**src/rtl/cnn_window_gen_pkg.sv**
```systemverilog
// Shared window geometry for the window generator and the conv kernel.
// Both sides pack window element (ky,kx) at flat index ky*KX+kx.
package cnn_window_gen_pkg;

    localparam int KX_DEF       = 3;
    localparam int KY_DEF       = 3;
    localparam int DATA_LEN_DEF = 8;
    localparam int IX_DEF       = 28;
    localparam int IY_DEF       = 28;

    function automatic int win_idx(input int ky, input int kx, input int kx_n);
        return ky * kx_n + kx;
    endfunction

endpackage

```
**src/rtl/cnn_line_buffer.sv**
```systemverilog
// One feature-map row of delay: DEPTH-deep shift line with enable.
// o_data is the pixel accepted DEPTH enables ago; contents are never cleared.
module cnn_line_buffer
    import cnn_window_gen_pkg::*;
#(
    parameter int DEPTH    = IX_DEF,
    parameter int DATA_LEN = DATA_LEN_DEF
) (
    input  logic                clk,
    input  logic                i_en,
    input  logic [DATA_LEN-1:0] i_data,
    output logic [DATA_LEN-1:0] o_data
);

    logic [DATA_LEN-1:0] mem_q [DEPTH];
    logic [DATA_LEN-1:0] mem_d [DEPTH];

    // shift one slot per accepted pixel, hold otherwise
    always_comb begin
        mem_d = mem_q;
        if (i_en) begin
            mem_d[0] = i_data;
            for (int i = 1; i < DEPTH; i++) begin
                mem_d[i] = mem_q[i-1];
            end
        end
    end

    // storage register, deliberately without reset
    always_ff @(posedge clk) begin
        mem_q <= mem_d;
    end

    assign o_data = mem_q[DEPTH-1];

endmodule

```
**src/rtl/cnn_window_gen.sv**
```systemverilog
// Sliding KX x KY window generator, stride 1, no padding.
// Emits one flattened window per accepted pixel once a full window exists.
module cnn_window_gen
    import cnn_window_gen_pkg::*;
#(
    parameter int KX       = KX_DEF,
    parameter int KY       = KY_DEF,
    parameter int DATA_LEN = DATA_LEN_DEF,
    parameter int IX       = IX_DEF,
    parameter int IY       = IY_DEF
) (
    input  logic                        clk,
    input  logic                        reset_n,
    input  logic                        i_soft_reset,
    input  logic                        i_in_valid,
    input  logic [DATA_LEN-1:0]         i_in_pixel,
    output logic                        o_ot_valid,
    output logic [KX*KY*DATA_LEN-1:0]   o_ot_fmap,
    output logic                        o_ot_frame_done
);

    localparam int CW = (IX > 1) ? $clog2(IX) : 1;
    localparam int RW = (IY > 1) ? $clog2(IY) : 1;
    localparam int NL = KY - 1;
    localparam int FW = KX * KY * DATA_LEN;

    logic          accept;
    logic [CW-1:0] col_q, col_d;
    logic [RW-1:0] row_q, row_d;
    logic          valid_q, valid_d;
    logic          done_q, done_d;
    logic [FW-1:0] fmap_q, fmap_d;

    logic [DATA_LEN-1:0] win_q [KY][KX];
    logic [DATA_LEN-1:0] win_d [KY][KX];
    logic [DATA_LEN-1:0] lb_in  [NL];
    logic [DATA_LEN-1:0] lb_out [NL];

    assign accept = i_in_valid && !i_soft_reset;

    // chain the line buffers: newest row feeds buffer 0
    always_comb begin
        lb_in[0] = i_in_pixel;
        for (int l = 1; l < NL; l++) begin
            lb_in[l] = lb_out[l-1];
        end
    end

    for (genvar g = 0; g < NL; g++) begin : g_lb
        cnn_line_buffer #(
            .DEPTH    (IX),
            .DATA_LEN (DATA_LEN)
        ) u_lb (
            .clk    (clk),
            .i_en   (accept),
            .i_data (lb_in[g]),
            .o_data (lb_out[g])
        );
    end

    // window shifts left; new right column comes from the row delays
    always_comb begin
        win_d = win_q;
        if (accept) begin
            for (int ky = 0; ky < KY; ky++) begin
                for (int kx = 0; kx < KX - 1; kx++) begin
                    win_d[ky][kx] = win_q[ky][kx+1];
                end
            end
            for (int ky = 0; ky < KY - 1; ky++) begin
                win_d[ky][KX-1] = lb_out[KY-2-ky];
            end
            win_d[KY-1][KX-1] = i_in_pixel;
        end
    end

    // raster position, valid/done strobes and the held output window
    always_comb begin
        col_d   = col_q;
        row_d   = row_q;
        valid_d = 1'b0;
        done_d  = 1'b0;
        fmap_d  = fmap_q;
        if (i_soft_reset) begin
            col_d  = '0;
            row_d  = '0;
            fmap_d = '0;
        end else if (accept) begin
            valid_d = (row_q >= RW'(KY - 1)) && (col_q >= CW'(KX - 1));
            done_d  = (row_q == RW'(IY - 1)) && (col_q == CW'(IX - 1));
            if (col_q == CW'(IX - 1)) begin
                col_d = '0;
                row_d = (row_q == RW'(IY - 1)) ? '0 : row_q + RW'(1);
            end else begin
                col_d = col_q + CW'(1);
            end
            if (valid_d) begin
                for (int ky = 0; ky < KY; ky++) begin
                    for (int kx = 0; kx < KX; kx++) begin
                        fmap_d[win_idx(ky, kx, KX)*DATA_LEN +: DATA_LEN] = win_d[ky][kx];
                    end
                end
            end
        end
    end

    // control and output registers
    always_ff @(posedge clk or negedge reset_n) begin
        if (!reset_n) begin
            col_q   <= '0;
            row_q   <= '0;
            valid_q <= 1'b0;
            done_q  <= 1'b0;
            fmap_q  <= '0;
        end else begin
            col_q   <= col_d;
            row_q   <= row_d;
            valid_q <= valid_d;
            done_q  <= done_d;
            fmap_q  <= fmap_d;
        end
    end

    // window storage, deliberately without reset
    always_ff @(posedge clk) begin
        win_q <= win_d;
    end

    assign o_ot_valid      = valid_q;
    assign o_ot_fmap       = fmap_q;
    assign o_ot_frame_done = done_q;

endmodule
```
**config.mk**
```make
export PLATFORM = sky130hd
export DESIGN_NAME = cnn_window_gen
export DESIGN_NICKNAME = d
export VERILOG_FILES = /design/src/rtl/cnn_window_gen_pkg.sv /design/src/rtl/cnn_line_buffer.sv /design/src/rtl/cnn_window_gen.sv
export SDC_FILE = /design/constraint.sdc
export NUM_CORES = 1
export LEC_CHECK = 0
export ABC_AREA = 1
export CORE_MARGIN = 1
export CORE_UTILIZATION = 40
export CTS_BUF_LIST = sky130_fd_sc_hd__clkbuf_4 sky130_fd_sc_hd__clkbuf_8
export DETAILED_ROUTE_END_ITERATION = 8
export SYNTH_ARGS = -nofsm -noshare
export SYNTH_HDL_FRONTEND = slang
export SYNTH_SLANG_ARGS = --single-unit
export TNS_END_PERCENT = 10
```
**constraint.sdc**
```tcl
create_clock -name clk -period 1.6 [get_ports clk]
set_input_delay 0.24 -clock clk [delete_from_list [all_inputs] [get_ports clk]]
set_output_delay 0.24 -clock clk [all_outputs]
set_load 0.005 [all_outputs]
```
==> Word-level counts from Yosys, hierarchy flattened <==
Cells that the tools add are included.
{ "word_totals": {"memories": 0, "romBits": 0, "latchBits": 0, "inputBits": 12, "wordCells": 100, "output_inout_bits": 74, "ramBits": 0, "register_bits": 604} }
{ "classes": {"n_reduce_logical": 9, "div": 0, "eq_ne": 2, "mul": 0, "n_lt_le_gt_ge": 2, "n_shift": 0, "n_bitwise": 0, "add_sub_neg": 2, "mux": 15} }
{ "op_table": {"columns": ["operator", "n"], "rows": [
  ["$mux W72", 4],
  ["$mux W5", 7],
  ["$add A5 B1 Y5 const B", 2],
  ["$eq A5 B5 Y1 const B", 2],
  ["$ge A5 B2 Y1 const B", 2],
  ["$reduce_bool A2 Y1", 3],
  ["$mux W1", 4],
  ["$reduce_and A2 Y1", 2],
  ["$logic_and A1 B1 Y1", 3],
  ["$logic_not A1 Y1", 1]
]} }

==> Longest topological paths before layout <==
{ "depth": {"depth_word": 6, "depth_mapped": 9, "mapped_depth_nobuf": 8} }

==> By module <==
Synthesis repeated with hierarchy kept, for this count alone.
{ "unflattened": {"cells_unflattened": 1142, "area_unflattened_um2": 19392.3} }
{ "modules_own_cells": {"columns": ["module", "area_each_um2", "cells_each", "seq_area_each_um2", "instances"], "rows": [
  ["cnn_line_buffer", 6786.5, 232, 6726.5, 2],
  ["cnn_window_gen", 5819.3, 678, 3543.4, 1]
]} }

==> Worst setup path before layout <==
OpenSTA, ideal clock, no wires.
{ "synth_path": {"kind": "input -> register", "startpoint": "input i_in_valid", "endpoint": "register col_q[4]", "required_time_ns": 1.494, "setup_slack_ns": -5.132, "arrival_time_ns": 6.626, "path_stages": 6, "cell_sequence": "inv_2 nor2_4 buf_2 buf_2 o21ai_0 o22ai_1"} }
{ "synth_between": {"elab_chain_len": 2} }
{ "synth_lines": {"columns": ["item", "line_no", "rtl"], "rows": [
  ["start: declaration", "cnn_window_gen.sv:15", "input logic i_in_valid,"],
  ["$logic_and A1 B1 Y1", "cnn_window_gen.sv:39", "assign accept = i_in_valid && !i_soft_reset;"],
  ["net accept", "cnn_window_gen.sv:27", "logic accept;"],
  ["$reduce_bool A2 Y1 (no line)", null, null],
  ["end signal: assignment", "cnn_window_gen.sv:116", "col_q <= col_d;"],
  ["end: declaration", "cnn_window_gen.sv:28", "logic [CW-1:0] col_q, col_d;"]
]} }
The timed path passes the listed nets, and every way through them passes these cells.
A chain may end at the register's enable or synchronous reset.

==> Final worst setup path <==
{ "layout_path": {"startpoint": "register fmap_q[51] (netlist: o_ot_fmap[51])", "endpoint": "output o_ot_fmap[51]"} }
{ "layout_lines": {"columns": ["item", "line_no", "rtl"], "rows": [
  ["start: declaration", "cnn_window_gen.sv:32", "logic [FW-1:0] fmap_q, fmap_d;"],
  ["start signal: assignment", "cnn_window_gen.sv:120", "fmap_q <= fmap_d;"],
  ["end: declaration", "cnn_window_gen.sv:18", "output logic [KX*KY*DATA_LEN-1:0] o_ot_fmap,"]
]} }
No word-level cell between the ends.

==> results_dict.tcl <==
set metrics [dict create \
    outcome "finished clean" \
    switching_share_pct 20.9 \
    die_area_sq_um 49000 \
    internal_power_w 0.0249 \
    dp_hpwl_mm 17.5 \
    grt_max_degree 45 \
    place_area_sq_um 21500 \
    fin_worst_skew_ns 0.0283 \
    finalSetupViolCount 0 \
    crit_buf_inv 1 \
    setup_tns_ns 0 \
    die_h_microns 221 \
    hold_class "input port to asynchronous set/reset pin" \
    die_w_microns 221 \
    synth.top_cell.area_share_pct 69.8 \
    pin_count 86 \
    start_util_pct 40.4 \
    drt_iter0_drc 659 \
    clkPwrFrac_pct 39.9 \
    leakagePower_nw 9.26 \
    finish.instance_area_sq_um 23400 \
    slew_violations 0 \
    required_ns 1.36 \
    cts_sinks 604 \
    cts.clk_slew.worst_paths_ns 0.06 \
    period_needed_ns 1.54 \
    antenna_found_initial 0 \
    reg2reg_depth 9 \
    crit_type "register to primary output" \
    antenna_left 0 \
    cts_buffers 90 \
    yosysMostFrequentCell "edfxtp_1" \
    finalCritPeriodShare_pct 96.1 \
    slew_headroom_pct 66.4 \
    htreeDepth 3 \
    clock_latency_ns 0.64 \
    p_per_area_nw_per_um2 1350 \
    r2r-end "o_ot_fmap[44]$_DFFE_PN0P_" \
    avgViaCountPerCell 4.59 \
    grt_pass1_wl_mm 50.7 \
    ys.flop_type "edfxtp_1" \
    crit_fanout 2 \
    final_util_pct 49.1 \
    p_seq_share_pct 56.6 \
    synth_edf_count 448 \
    fin_hold_ws_ns 0.125 \
    synth_area_leaders "edfxtp_1, dfrtp_1, dfxtp_1, nand2_1, nand3_1" \
    avgSynthCellArea_sq_um 17.1 \
    p_total_w 0.0315 \
    yosysTopAreaCell "edfxtp_1" \
    cp_top_family "flip-flops" \
    routedWlPerCell_microns 15.3 \
    maxCapViolCount 0 \
    synthDistinctLibCells 23 \
    max_stage_delay_ns 0.39 \
    syn-num-nets 1144 \
    cts_root_buf "clkbuf_8" \
    netlist_instances 1128 \
    cts_max_path_buffers 3 \
    drive_gt1_share_pct 17.2 \
    r2r_start "col_q[1]$_DFFE_PN0P_" \
    first_pass_iters 4 \
    ys_seq_area_share_pct 88.2 \
    coreArea_sq_um 47600 \
    antennaDiodeCount 0 \
    area_growth_pct 21.5 \
    yosys-top-cells-count "edfxtp_1, nand2_1, nand3_1" \
    crit_path_start_kind "register" \
    p_switching_w 0.00660 \
    postSynth.asyncResetShare_pct 13.9 \
    wl_mm 31.0 \
    end_kind "primary output" \
    cts_tree "yes" \
    drcViolationCount 0 \
    final-hold-violation-count 0 \
    peakVddDrop_mv 0.748 \
    crit_slowest_cell "dfrtp_1" \
    syn_area_sq_um 19300 \
    final_nets 1355 \
    vias 9323 \
    rows 80 \
    grt_usage_pct 13.0 \
    critical_path_arrival_ns 1.30 \
    r2r_slack_ns 0.07 \
    clock.fmax_mhz 650 \
    gp_congestion 0.742 \
    grt_overflow 0 \
    first_global_vias 9495 \
    synth-seq-cells 604 \
    crit_path_cell_trace "dlygate4sd2_1" \
    yosys_warnings 0 \
    portBuffers 85 \
    worst_pin_slew_ns 0.504 \
    combPwrFrac_pct 3.4 \
]
## metal layers
layer	part of all wire, %	vias to the layer above	track usage, %
met1	48	4601	18.5
met5	0	-	0
li1	-	4449	-
met4	2.6	0	5.38
met3	5.5	67	3.63
met2	44	206	18.8
## power by group through the flow
| stage | sequential [W] | clock (W) | combinational, W |
|---|---|---|---|
| floorplan | 0.0181 | 0 | 0.000576 |
| finish | 0.0179 | 0.0126 | 0.00108 |
| CTS | 0.0179 | 0.0130 | 0.00108 |
| global placement | 0.0182 | 0 | 0.00104 |
| global route | 0.0179 | 0.0137 | 0.00122 |
| detailed placement | 0.0182 | 0 | 0.00108 |
## cell type report
cell class,instances,area [sq um]
clock buffers,132,1640
clock inverters,36,223
fillers,3977,24200
multi-input cells,449,1970
inverters,36,148
well taps,615,769
flip-flops and latches,604,17000
repair buffers,158,1650
## what timing repair did
action,in CTS,in global routing
setup endpoints to repair,74,85
endpoints found under the hold margin,84,0
pin swaps,0,4
gates resized for setup,99,22
hold buffers,1,0
setup buffers,1,5
gates cloned,0,1
## state kept, by name (all words and copies together), names as in the netlist
register          flops
col_q                 5
o_ot_fmap            72
g_lb.u_lb.o_data     16
win_q                72
g_lb.u_lb.mem_q     432
row_q                 5
o_ot_valid            1
o_ot_frame_done       1
## cell families (layout without fill, tap and decap cells)
| group | count (synthesis) | count (layout) | synth area share (%) |
|---|---|---|---|
| XOR/XNOR | 2 | 2 | 0.0909 |
| buffers and inverters | 75 | 362 | 1.77 |
| AO/OA/AOI/OAI | 54 | 54 | 1.41 |
| flip-flops | 604 | 604 | 88.2 |
| AND/OR/NAND/NOR | 389 | 389 | 8.25 |
| adder cells (fa/ha/maj) | 4 | 4 | 0.260 |
## placed cells by master, fill, tap and decap left out, drive strengths merged
master and instances:
o22ai 1, bufinv 2, clkbuf 134, xnor2 1, nand4 3, ha 4, nor3 1, nand2 284
dfrtp 84, clkdlybuf4s15 16, buf 77, xor2 1, dlygate4sd2 52, clkdlybuf4s50 10, dlygate4sd3 1, nor2 16
o21ai 52, inv 39, nand3 85, dfxtp 72, a21oi 1, clkinv 28, clkinvlp 3, edfxtp 448
## worst max-delay path by stage
stage	startpoint	end	depth (start not counted)
6_report	o_ot_fmap[51]$_DFFE_PN0P_	o_ot_fmap[51]	1
5_1_grt	row_q[0]$_DFFE_PN0P_	o_ot_fmap[70]$_DFFE_PN0P_	10
4_1_cts	row_q[0]$_DFFE_PN0P_	o_ot_fmap[40]$_DFFE_PN0P_	9
3_5_place_dp	i_in_valid	o_ot_fmap[19]$_DFFE_PN0P_	9
3_3_place_gp	i_in_valid	o_ot_fmap[67]$_DFFE_PN0P_	10
2_1_floorplan	i_in_valid	g_lb[0].u_lb.mem_q[100]$_DFFE_PP_	4
## per-stage QoR
stage	std cells	worst slack (ns)
final	2030	0.0626
after floorplan	1128	-0.493
after CTS	2024	0.000419
after global routing	2030	-0.0197
after global placement	1854	-0.336
after detailed placement	1854	-0.373
(Power assumes the default switching activity.)
